**config.mk**
```make
export PLATFORM = sky130hd
export DESIGN_NAME = exec_dispatcher
export DESIGN_NICKNAME = d
export VERILOG_FILES = /design/src/rtl/exec_dispatch_pkg.sv /design/src/rtl/dispatch_watchdog.sv /design/src/rtl/exec_dispatcher.sv
export SDC_FILE = /design/constraint.sdc
export NUM_CORES = 1
export LEC_CHECK = 0
export ABC_AREA = 1
export CORE_AREA = 8 8 73 75
export DETAILED_ROUTE_END_ITERATION = 8
export DIE_AREA = 0 0 81 83
export GPL_ROUTABILITY_DRIVEN = 0
export PLACE_DENSITY = 0.73
export SLEW_MARGIN = 40
export SYNTH_ARGS = -nofsm -noshare
export SYNTH_HDL_FRONTEND = slang
export SYNTH_SLANG_ARGS = --single-unit
export TNS_END_PERCENT = 30
```
**constraint.sdc**
```tcl
create_clock -name clock -period 1.5 [get_ports clock]
set_clock_uncertainty 0.05 [all_clocks]
set_input_delay 0.225 -clock clock [delete_from_list [all_inputs] [get_ports clock]]
set_output_delay 0.225 -clock clock [all_outputs]
set_load 0.005 [all_outputs]
```
**src/rtl/exec_dispatch_pkg.sv**
```systemverilog
// Shared definitions for the command dispatcher.
//   state_t  : dispatcher FSM states (2-bit encoding)
//   ERR_*    : sticky error codes reported on error_code
package exec_dispatch_pkg;

  localparam logic [1:0] S_IDLE    = 2'd0;
  localparam logic [1:0] S_ISSUE   = 2'd1;
  localparam logic [1:0] S_WAIT    = 2'd2;
  localparam logic [1:0] S_RELEASE = 2'd3;

  typedef enum logic [1:0] {
    IDLE    = S_IDLE,
    ISSUE   = S_ISSUE,
    WAIT    = S_WAIT,
    RELEASE = S_RELEASE
  } state_t;

  localparam logic [1:0] ERR_NONE    = 2'b00;
  localparam logic [1:0] ERR_BAD_TGT = 2'b01;
  localparam logic [1:0] ERR_TIMEOUT = 2'b10;
  localparam logic [1:0] ERR_OVERRUN = 2'b11;

endpackage

```
**src/rtl/dispatch_watchdog.sv**
```systemverilog
// Cycle counter that bounds the time an executor may spend on one command.
// Only present when DISPATCH_TIMEOUT_EN is defined.
//   clock    in   system clock
//   reset    in   synchronous active-high reset
//   clear    in   restart the count at 0 on the next cycle
//   run      in   count while high
//   expired  out  high while running and the count is TIMEOUT_CYCLES-1
`ifdef DISPATCH_TIMEOUT_EN
module dispatch_watchdog #(
  parameter int TIMEOUT_CYCLES = 1000000
) (
  input  logic clock,
  input  logic reset,
  input  logic clear,
  input  logic run,
  output logic expired
);

  localparam int CNT_W = $clog2(TIMEOUT_CYCLES + 1);

  logic [CNT_W-1:0] count;

  always_ff @(posedge clock) begin
    if (reset || clear) begin
      count <= '0;
    end else if (run) begin
      count <= count + 1'b1;
    end
  end

  assign expired = run && (count == CNT_W'(TIMEOUT_CYCLES - 1));

endmodule
`endif

```
**src/rtl/exec_dispatcher.sv**
```systemverilog
// Command scheduler between the ring buffer read side and the executors.
// Captures one command per sample_command pulse, routes it to the executor
// selected by command[TGT_LSB +: TGT_W], waits for that executor's done and
// then pulses next_instruction. One command in flight at a time.
// Optional feature: DISPATCH_TIMEOUT_EN adds a watchdog that aborts WAIT.
//   clock, reset       system clock, synchronous active-high reset
//   sample_command     1-cycle pulse, command valid
//   command            command word from the ring buffer
//   next_instruction   1-cycle pulse, ring buffer may advance
//   exec_sample        one-hot 1-cycle pulse to the selected executor
//   exec_command       captured command, held until the next capture
//   exec_done          per-executor completion pulses
//   busy               high outside IDLE
//   active_target      target field of the command in flight
//   error_code         sticky, most recent error wins
//
// state   | meaning
// IDLE    | waiting for sample_command
// ISSUE   | pulse exec_sample to the target executor
// WAIT    | waiting for the target's exec_done (or watchdog expiry)
// RELEASE | pulse next_instruction
module exec_dispatcher
  import exec_dispatch_pkg::*;
#(
  parameter int NUM_EXEC       = 2,
  parameter int DATA_W         = 32,
  parameter int TGT_LSB        = 28,
  parameter int TGT_W          = 4,
  parameter int TIMEOUT_CYCLES = 1000000
) (
  input  logic                clock,
  input  logic                reset,
  input  logic                sample_command,
  input  logic [DATA_W-1:0]   command,
  output logic                next_instruction,
  output logic [NUM_EXEC-1:0] exec_sample,
  output logic [DATA_W-1:0]   exec_command,
  input  logic [NUM_EXEC-1:0] exec_done,
  output logic                busy,
  output logic [TGT_W-1:0]    active_target,
  output logic [1:0]          error_code
);

  state_t               state, state_nxt;
  logic [TGT_W-1:0]     cmd_tgt;
  logic                 tgt_ok;
  logic [NUM_EXEC-1:0]  tgt_onehot;
  logic                 done_sel;
  logic                 wd_expired;

  assign cmd_tgt = command[TGT_LSB +: TGT_W];
  // full-width compare so out-of-range targets never alias onto a real executor
  assign tgt_ok  = (32'(cmd_tgt) < 32'(NUM_EXEC));

  always_comb begin
    tgt_onehot = '0;
    for (int i = 0; i < NUM_EXEC; i++) begin
      tgt_onehot[i] = (32'(active_target) == 32'(i));
    end
  end

  assign done_sel = |(exec_done & tgt_onehot);

`ifdef DISPATCH_TIMEOUT_EN
  dispatch_watchdog #(
    .TIMEOUT_CYCLES (TIMEOUT_CYCLES)
  ) u_watchdog (
    .clock   (clock),
    .reset   (reset),
    .clear   (state == ISSUE),
    .run     (state == WAIT),
    .expired (wd_expired)
  );
`else
  // no watchdog: WAIT ends only on done; the parameter is kept so both
  // builds share one instantiation
  localparam bit TIMEOUT_ARMED = 1'b0 && (TIMEOUT_CYCLES > 0);
  assign wd_expired = TIMEOUT_ARMED;
`endif

  always_ff @(posedge clock) begin
    if (reset) begin
      state         <= IDLE;
      exec_command  <= '0;
      active_target <= '0;
      error_code    <= ERR_NONE;
    end else begin
      state <= state_nxt;
      if (state == IDLE && sample_command) begin
        exec_command  <= command;
        active_target <= cmd_tgt;
        if (!tgt_ok) begin
          error_code <= ERR_BAD_TGT;
        end
      end
      // done in the expiry cycle wins: no timeout error then
      if (state == WAIT && wd_expired && !done_sel) begin
        error_code <= ERR_TIMEOUT;
      end
      if (state != IDLE && sample_command) begin
        error_code <= ERR_OVERRUN;
      end
    end
  end

  always_comb begin
    state_nxt        = state;
    busy             = 1'b1;
    next_instruction = 1'b0;
    exec_sample      = '0;
    case (state)
      IDLE: begin
        busy = 1'b0;
        if (sample_command) begin
          state_nxt = tgt_ok ? ISSUE : RELEASE;
        end
      end
      ISSUE: begin
        exec_sample = tgt_onehot;
        state_nxt   = WAIT;
      end
      WAIT: begin
        if (done_sel || wd_expired) begin
          state_nxt = RELEASE;
        end
      end
      RELEASE: begin
        next_instruction = 1'b1;
        state_nxt        = IDLE;
      end
      default: state_nxt = IDLE;
    endcase
  end

endmodule

```
### Word-level counts from Yosys, hierarchy flattened

Cells that the tools add are included.

* $lt $le $gt $ge: 1
* equality and inequality tests: 7
* mux-type cells: 10
* bitwise gates (word level): 1
* reduce and logical (&&, ||, !) cells: 9

Operator list (number)
* $mux W2: 7
* $pmux W2 S4: 1
* $eq A2 B2 Y1 const B: 2
* $eq A4 B1 Y1 const B: 1
* $logic_not A4 Y1: 1
* $lt A4 B2 Y1 const B: 1
* $ne A2 B2 Y1 const B: 2
* $reduce_and A2 Y1: 2
* $reduce_bool A2 Y1: 2
* $and A2 B2 Y2: 1
* $eq A2 B1 Y1 const B: 1
* $logic_and A1 B1 Y1: 2
* $logic_not A2 Y1: 1
* $mux W1: 2
* $ne A2 B1 Y1 const B: 1
* $reduce_or A2 Y1: 1

* register bits: 40
* output and inout port bits: 42

### Longest topological paths before layout

Gate-level depths: netlist (run 1).

* word-level depth: 5
* gate-level depth with buffers: 8

### Worst setup path after synthesis (run 1)

Ideal clock, no wire load.

* path type: reg2reg
* from: reg state[0]
* to: reg state[1]
* arrival time: 1129 ps
* data required time: 1335 ps
* slack: 206 ps
* cell stages (with the launch flop): 8
* buffers on the path: 0
* period minus slack after synthesis: 1294 ps
* cells stage by stage: dfxtp_1 > inv_1 > ha_1 > nand2_1 > a21boi_0 > nand3_2 > nand2_1 > nor2_1

* cells in the longest elaborated chain, start to end: 3
* elaborated cells on any way between the ends: 8
* classes of those cells: 5 x eq/ne; 1 x mux; 2 x reduce/logical

RTL lines
* from (decl): line exec_dispatcher.sv:44 `state_t state, state_nxt;`
* from (signal assigned): line exec_dispatcher.sv:88 `state <= state_nxt;`
* $eq A2 B2 Y1 or $logic_not A2 Y1 (tied branches): line exec_dispatcher.sv:111 `case (state)`
* $ne A2 B2 Y1 (no source line)
* $reduce_and A2 Y1 (no source line)

Several ways; a longest one is shown, not always the timed one.
A chain may end at the register's enable or synchronous reset.

### Worst setup path in the final report (run 1)

* from: reg state[0]
* to: out busy

* cells in the longest elaborated chain, start to end: 2

RTL lines
* $logic_not A2 Y1: line exec_dispatcher.sv:111
* $mux W1: line exec_dispatcher.sv:111
* to (decl): line exec_dispatcher.sv:39 `output logic busy,`

Every way passes these cells.

==> reports/metrics.yaml, run 1 <==
status: "complete, no violations"
grt_overflow: 0
finalHoldViolations: 0
start_util: 0.346
clkSinkCount: 36
power_mw: 3.95
syn-cell-area_mm2: 0.00146
wl_mm: 4.15
drc: 0
htreeDepth: 2
layout-drive-gt1-share: 0.141
detail-route-antenna-nets: 0
cp_data_required_time_ns: 1.22
syn_to_final_growth_pct: 68.0
clk_latency_ns: 0.28
max_slew.worst_pin.slew_ns: 0.214
cp_max_fo: 3
postLayoutCoreUtil: 0.582
syn_inst: 187
synth_top_area_frac: 0.495
clockBufferDepth: 2
worstHoldStart: "error_code[0]"
power.internal_mw: 2.65
die_x_um: 81
endpoint_kind: "primary output"
min_path_type: "reg2reg"
io-pin-count: 79
antenna_found_initial: 0
die_height_um: 83
num_vias: 1444
dp_hpwl_mm: 3.24
instances_no_fill: 322
clk_pin_slew_worst_paths_ns: 0.07
fill_cells: 401
n_antenna_cell: 0
dr.pass1.iters: 4
multi_input_area_um2: 621
coreArea_mm2: 0.00420
viasPerCell: 4.48
syn_nets: 229
crit_start: "state[0]"
crit_type: "reg2out"
finalSetupViolCount: 0
ys_types: 24
cap_viol_max_count: 0
synthTopCellsByArea: "dfxtp_1 50%, nor2_1 17%, o21ai_0 9.6%"
rsz0062_at_grt: "yes"
cts_buffers: 5
irDropWorstVdd_uv: 814
cts_tree: "yes"
p_comb_frac: 0.483
drt_iter0_drc: 98
period_minus_slack_ns: 1.46
seqCellArea_um2: 728
grt.total_usage: 0.126
slew_violations: 0
grt_max_degree: 29
fmax_ghz: 0.684
start_kind: "flip-flop"
wire_per_inst_um: 12.9
post_cts_buffers: 0
hold_slack_ns: 0.404
nNetsFinal: 312
worst_r2r_startpoint: "state[0]"
fin_ws_ns: 0.0376
p_switching_mw: 1.30
post-route-period-util: 0.975
dp.cells: 315
grt_pass1_vias: 1409
setup_tns_ns: 0
grt_pass1_wl_mm: 6.79
avgSynthCellArea_um2: 7.78
ys_warn_count: 0
rows: 24
root_buffer: "clkbuf_8"
stdcell_area_mm2: 0.00244
place_area_mm2: 0.00236
synth_seq_cells: 36
yosys.area.top_type: "dfxtp_1"
pre_cts_ws_ns: -0.0109
ys_seq_area_frac: 0.495
swShare: 0.330
relSlewSlack: 0.856
dieArea_mm2: 0.00672
worstPathArrival_ns: 1.19
p_seq_frac: 0.355
io_buffers: 78
clockPowerShare: 0.162
power.density_mw_per_mm2: 1620
leakagePower_nw: 1.05
==> Yosys cell counts, drive strengths merged <==
| master | count |
|---|---|
| a21oi | 6 |
| clkbuf | 5 |
| nand3 | 4 |
| nor2 | 67 |
| inv | 9 |
| ha | 5 |
| clkinv | 1 |
| dfxtp | 36 |
| nand2 | 10 |
| nand3b | 1 |
| o21ai | 33 |
| buf | 8 |
| a21boi | 1 |
| or2 | 1 |
==> logic make-up (layout without fill, tap and decap cells) <==
kind of cell    Yosys count  after routing  share of synthesized area
flops                    36             36                      0.495
fa+ha+maj                 5              5                     0.0430
simple gates             83             83                      0.235
buf+inv                  23            106                     0.0851
compound gates           40             40                      0.142
==> power by group through the flow <==
stage	clock (mW)	sequential (mW)	combinational (mW)
2_1_floorplan	0	1.43	0.872
4_1_cts	0.670	1.40	1.96
3_5_place_dp	0	1.40	1.99
6_report	0.640	1.40	1.91
3_3_place_gp	0	1.39	1.96
5_1_grt	0.720	1.44	2.13
==> what timing repair did <==
item                                    in CTS  in global routing
resized for setup                           21                  7
pin swaps                                    0                  1
hold buffers                                 0                  0
endpoints found under the setup margin      12                  6
==> layer usage <==
layer  vias to the layer above  track usage  routed length [um]
met3                         4       0.0582                 382
met5                         -            0                   0
met1                       628        0.147                1790
li1                        757            -                   -
met4                         0       0.0358                  35
met2                        55        0.199                1930
==> state kept, by name, summed over array words and instances (netlist names) <==
name	count
state	2
exec_command	32
error_code	2
==> worst max-delay path, cell delays in order, from the launching register on <==
cell           delay (ns)
dfxtp_2              0.33
inv_1                0.07
ha_2                 0.21
inv_2                0.04
dlygate4sd2_1        0.26
==> cell usage in the layout, fill, tap and decap left out, types with 2 or more instances in the layout <==
master and n:
clkdlybuf4s50_1 66, buf_4 6, nor2_1 65, dfxtp_1 30
a21oi_1 5, dlygate4sd2_1 7, dlymetal6s2s_1 2, clkbuf_8 5
nand2_2 2, o21ai_1 5, inv_2 2, buf_12 5
inv_1 6, dfxtp_2 6, clkinv_2 2, ha_1 4
nand3_1 3, nand2_1 8, o21ai_0 28
==> final cells by class <==
cell class | instances | share of cell area
Tap cell | 52 | 0.0266
Clock buffer | 6 | 0.0297
Timing Repair Buffer | 89 | 0.373
Clock inverter | 1 | 0.00205
Sequential cell | 36 | 0.298
Multi-Input combinational cell | 128 | 0.254
Inverter | 10 | 0.0169
==> path summary, 6_finish.rpt <==
path	end	slack, ns	depth (start not counted)
setup / recovery	busy	0.04	4
hold / removal	error_code[0]	0.40	2
setup reg to reg	state[1]	0.10	7
hold reg to reg	error_code[0]	0.40	2
Power figures use the tool's default switching activity.
==> inputs of run 2 (changes only) <==
- CTS_CLUSTER_DIAMETER: default -> 30
- clock period: 1.5 -> 1.42 ns (I/O delays scaled with it)
==> run 2 against run 1 <==
Total power increased by 16%. Die area unchanged. Routed wire length up 2.2%. Critical path type unchanged.
==> reports/metrics.yaml, run 2 (same netlist as run 1, synthesis figures left out) <==
whs_path_depth: 2  # unchanged
layout_commonest_cell: "nor2_1"
p_switching_mw: 1.43  # +9.6%
finalSetupViolCount: 0  # unchanged
root_buffer: "clkbuf_8"
clockBufferDepth: 2  # unchanged
drt_iter0_drc: 48  # -51%
dp.cells: 320  # +1.6%
power.density_mw_per_mm2: 1760  # +9.1%
critical_path_depth: 1  # -3
start_util: 0.346  # unchanged
relSlewSlack: 0.852  # -0.00431
irDropWorstVdd_uv: 981  # +21%
wire_per_inst_um: 12.9  # about the same
slew_violations: 0  # unchanged
leakagePower_nw: 1.38  # +31%
io_buffers: 78  # unchanged
grt.total_usage: 0.127  # +0.000407
period_minus_slack_ns: 1.40
instances_no_fill: 329  # +2.2%
cts_hold_buf: 0  # unchanged
n_antenna_cell: 0  # unchanged
crit_path_max_incr_delay_ns: 0.51  # +0.18 ns
slowest_stage: "clkdlybuf4s50_1"
dp_hpwl_mm: 3.17  # -2.0%
viasPerCell: 4.39  # -2.2%
detail-route-antenna-nets: 0  # unchanged
die_height_um: 83  # unchanged
fmax_ghz: 0.717
grt_pass1_vias: 1437  # +2.0%
path_cells: "clkdlybuf4s50_1"
clkSinkCount: 36  # unchanged
wl_mm: 4.24  # +2.2%
rows: 24  # unchanged
p_seq_frac: 0.325  # -0.030
clk_latency_ns: 0.28  # about the same
fill_cells: 382  # -4.7%
cts_tree: "yes"
layout-drive-gt1-share: 0.202  # +0.0614
top_register: "exec_command"
grt_max_degree: 29  # unchanged
clk_pin_slew_worst_paths_ns: 0.07  # about the same
cp_data_required_time_ns: 1.16  # -0.06 ns
crit_buf_inv: 1  # -2
grt_overflow: 0  # unchanged
cts_buffers: 5  # unchanged
top_regs: "exec_command x32, error_code x2, state x2"
setup_tns_ns: 0  # unchanged
dr.pass1.iters: 4  # unchanged
drc: 0  # unchanged
min_path_type: "reg2reg"
status: "complete, no violations"
finalHoldViolations: 0  # unchanged
endpoint_kind: "primary output"
htreeDepth: 2  # unchanged
final_cell_mix: "66 x nor2_1, 47 x clkdlybuf4s50_1, 28 x o21ai_0, 24 x dfxtp_1, 19 x dlymetal6s2s_1"
cp_max_fo: 2  # -1
max_slew.worst_pin.slew_ns: 0.220  # +0.00640 ns
cap_viol_max_count: 0  # unchanged
worstRegToRegCells: 9  # +2
io-pin-count: 79  # unchanged
worstPathArrival_ns: 1.13  # -0.06 ns
largest_reg_flops: 32  # unchanged
grt_pass1_wl_mm: 6.82  # +0.52%
die_x_um: 81  # unchanged
post-route-period-util: 0.983
crit_type: "reg2out"
dieArea_mm2: 0.00672  # unchanged
coreArea_mm2: 0.00420  # unchanged
num_vias: 1443  # -0.069%
crit_family: "buffers and inverters"
start_kind: "flip-flop"
syn_to_final_growth_pct: 78.0
swShare: 0.313  # -0.0171
p_comb_frac: 0.461  # -0.022
power.internal_mw: 3.13  # +18%
nNetsFinal: 318  # +1.9%
antenna_found_initial: 0  # unchanged
clockPowerShare: 0.214  # +0.052
run 2: changes by cell type in the layout (fill, tap and decap cells not counted), moves of 2 or more:
cell / change
clkdlybuf4s50_1: -19
dlymetal6s2s_1: +17
buf_4: +6
dfxtp_1: -6
dfxtp_2: +6
inv_1: -3
buf_2: +2
clkbuf_8: +2
inv_2: +2
run 2: final cells by class:
cell class | count | area (um^2) | share of cell area
clock inverter | 1 | 30.0 | 0.0116
tap | 52 | 65.1 | 0.0251
inverter | 10 | 43.8 | 0.0169
multi-input combinational | 128 | 626 | 0.242
timing repair buffer | 95 | 993 | 0.384
clock buffer | 7 | 96.3 | 0.0372
sequential | 36 | 736 | 0.284
run 2: routing by layer:
metal / track usage / vias to the layer above / share of wire
met5: 0 / - / 0
met4: 0.0407 / 0 / 0.012
met3: 0.0647 / 4 / 0.10
met2: 0.196 / 53 / 0.47
met1: 0.146 / 619 / 0.42
li1: - / 767 / -
run 2: power groups by stage:
stage / sequential [mW] / combinational, mW / clock [mW]
floorplan: 1.51 / 0.921 / 0
global placement: 1.47 / 2.15 / 0
detailed placement: 1.48 / 2.18 / 0
CTS: 1.48 / 2.16 / 1.01
global route: 1.53 / 2.34 / 1.06
finish: 1.48 / 2.10 / 0.977
run 2: per-stage QoR:
stage                     setup WS (ns)  utilization  power, mW  hold slack, ns  cell area [um^2]
after floorplan                   0.126            -       2.43           0.232              1460
after global placement          -0.0227        0.571       3.62           0.390              2400
after detailed placement        -0.0573        0.571       3.66           0.398              2400
after CTS                       -0.0844        0.601       4.64           0.409              2530
after global routing            -0.0105        0.616       4.92           0.426              2590
final                            0.0244        0.616       4.56           0.406              2590
run 2: final timing paths:
check	slack, ns	start	endpoint
min reg2reg	0.41	error_code[0]	error_code[0]
max reg2reg	0.09	state[0]	state[1]
max	0.02	error_code[0]	error_code[0]
min	0.41	error_code[0]	error_code[0]
run 2: repair_timing:
action | in CTS | in global routing
buffers inserted | 1 | 0
resized for setup | 31 | 31
setup endpoints to repair | 22 | 29
pin swaps | 1 | 0
==> inputs of run 3 (changes only) <==
- SLEW_MARGIN: 40 -> 0
- TNS_END_PERCENT: 30 -> 5
==> run 3 against run 2 <==
Clock power hardly changed. Via count is 0.21% lower. Sequential share of layout area is 0.11 points higher. Core utilization is 0.24 points lower. Cell area is 0.39% lower. Total power is 0.54% lower. Global-route usage hardly changed. Maximum frequency hardly changed. Clock-buffer cell count stayed put. Critical path depth stayed put. Routed wire length is 0.24% lower. First-iteration DRC count is 4.2% lower. Critical endpoint unchanged. Largest cell class unchanged.
==> reports/metrics.yaml, run 3 (same netlist as run 1, synthesis figures left out) <==
worstRegToRegCells: 9  # unchanged
die_x_um: 81  # unchanged
whs_path_depth: 2  # unchanged
top_register: "exec_command"
finalSetupViolCount: 0  # unchanged
p_switching_mw: 1.42  # -0.49%
layout-drive-gt1-share: 0.192  # -0.0101
top_regs: "exec_command x32, error_code x2, state x2"
die_height_um: 83  # unchanged
grt_use_met2: 0.195  # -0.000730
layout_commonest_cell: "nor2_1"
slowest_stage: "clkdlybuf4s50_1"
detail-route-antenna-nets: 0  # unchanged
multi_input_area_um2: 623  # -0.40%
grt_max_degree: 29  # unchanged
fmax_ghz: 0.717  # about the same
use_met3: 0.0647  # unchanged
grt_pass1_vias: 1430  # -0.49%
dp.cells: 320  # unchanged
cp_max_fo: 2  # unchanged
power.internal_mw: 3.12  # -0.57%
reg2reg_slack_ns: 0.07  # -0.02 ns
drc: 0  # unchanged
rsz0062_at_grt: "yes"
swShare: 0.313  # about the same
hold_slack_ns: 0.406  # -0.00000400 ns
instances_no_fill: 328  # -0.30%
drt_iter0_drc: 46  # -4.2%
start_util: 0.346  # unchanged
n_antenna_cell: 0  # unchanged
dieArea_mm2: 0.00672  # unchanged
rows: 24  # unchanged
crit_path_max_incr_delay_ns: 0.51  # about the same
final_cell_mix: "66 x nor2_1, 47 x clkdlybuf4s50_1, 28 x o21ai_0, 24 x dfxtp_1, 19 x dlymetal6s2s_1"
clk_pin_slew_worst_paths_ns: 0.07  # about the same
irDropWorstVdd_uv: 975  # -0.62%
period_minus_slack_ns: 1.40  # -0.0000248 ns
dp_hpwl_mm: 3.17  # unchanged
wl_mm: 4.23  # -0.24%
cts_buffers: 5  # unchanged
clk_latency_ns: 0.28  # about the same
dr.pass1.iters: 4  # unchanged
grt_overflow: 0  # unchanged
num_vias: 1440  # -0.21%
reg2reg_to: "state[1]"
io-pin-count: 79  # unchanged
endpoint_kind: "primary output"
leakagePower_nw: 1.37  # -0.21%
postLayoutCoreUtil: 0.614  # -0.00238
status: "complete, no violations"
viasPerCell: 4.39  # about the same
fill_cells: 381  # -0.26%
max_slew.worst_pin.slew_ns: 0.220  # +0.000000119 ns
power.density_mw_per_mm2: 1760  # -0.16%
clkSinkCount: 36  # unchanged
coreArea_mm2: 0.00420  # unchanged
nNetsFinal: 317  # -0.31%
crit_type: "reg2out"
syn_to_final_growth_pct: 77.3
wire_per_inst_um: 12.9  # about the same
post_cts_buffers: 0  # -1
crit_buf_inv: 1  # unchanged
clockBufferDepth: 2  # unchanged
top_usage_layer: "met2"
min_path_type: "reg2reg"
finalHoldViolations: 0  # unchanged
clockPowerShare: 0.215  # about the same
start_kind: "flip-flop"
crit_family: "buffers and inverters"
io_buffers: 78  # unchanged
hold_end: "error_code[0]"
relSlewSlack: 0.852  # unchanged
post-route-period-util: 0.983  # about the same
largest_reg_flops: 32  # unchanged
cp_data_required_time_ns: 1.16  # about the same
worstPathArrival_ns: 1.13  # about the same
cap_viol_max_count: 0  # unchanged
antenna_found_initial: 0  # unchanged
worst_r2r_startpoint: "state[0]"
worstHoldStart: "error_code[0]"
path_cells: "clkdlybuf4s50_1"
grt.total_usage: 0.126  # -0.000217
htreeDepth: 2  # unchanged
slew_violations: 0  # unchanged
seqCellArea_um2: 736  # unchanged
use_met1: 0.146  # unchanged
cts_tree: "yes"
p_comb_frac: 0.458  # -0.003
grt_pass1_wl_mm: 6.81  # -0.21%
root_buffer: "clkbuf_8"
p_seq_frac: 0.327  # +0.002
## run 3: cell count changes in the layout (fill, tap and decap cells not counted)
| cell | delta |
|---|---|
| clkbuf_2 | +1 |
| ha_1 | +1 |
| buf_2 | -1 |
| inv_1 | +1 |
| inv_2 | -1 |
| ha_2 | -1 |
| buf_4 | -1 |
## run 3: through the flow
stage               setup WS (ns)  cell area [um^2]  setup TNS [ns]  total power [mW]
CTS                       -0.0844              2530         -0.0870              4.63
detailed placement        -0.0573              2400          -0.362              3.66
global route              -0.0188              2580         -0.0316              4.90
finish                     0.0244              2580               0              4.54
floorplan                   0.126              1460               0              2.43
global placement          -0.0227              2400         -0.0447              3.62
## run 3: repair_timing
item,4_1_cts,5_1_grt
endpoints found under the setup margin,22,30
pin swaps,1,0
endpoints found under the hold margin,0,0
hold buffers,0,0
cloned,0,0
gates resized for setup,29,30
## run 3: how the worst max path moves through the flow
stage,cells after the start,start,slack (ns),to
floorplan,7,state[0],0.13,state[1]
global placement,4,state[0],-0.02,busy
detailed placement,5,state[1],-0.06,exec_sample[0]
CTS,2,exec_command[30],-0.08,exec_command[30]
global route,9,state[0],-0.02,state[1]
finish,1,error_code[0],0.02,error_code[0]
## run 3: layer usage
metal / vias to the layer above / wire length (um)
met5: - / 0
met4: 0 / 51
met3: 4 / 422
met2: 53 / 1960
met1: 618 / 1790
li1: 765 / -
## run 3: power by group through the flow
stage	logic (mW)	clock network, mW	registers (mW)
2_1_floorplan	0.921	0	1.51
3_3_place_gp	2.15	0	1.47
3_5_place_dp	2.18	0	1.48
4_1_cts	2.15	1.01	1.48
5_1_grt	2.31	1.06	1.53
6_report	2.08	0.976	1.48
## run 3: worst min-delay path: stages, from the launching register on
cell and delay [ns]:
dfxtp_1 0.32, inv_1 0.05, a21oi_1 0.05
## run 3: cell type report
cell class / instances / share of cell area
repair buffers: 94 / 0.382
flip-flops and latches: 36 / 0.285
multi-input cells: 128 / 0.242
clock buffers: 7 / 0.0373
well taps: 52 / 0.0252
inverters: 10 / 0.0170
clock inverters: 1 / 0.0116
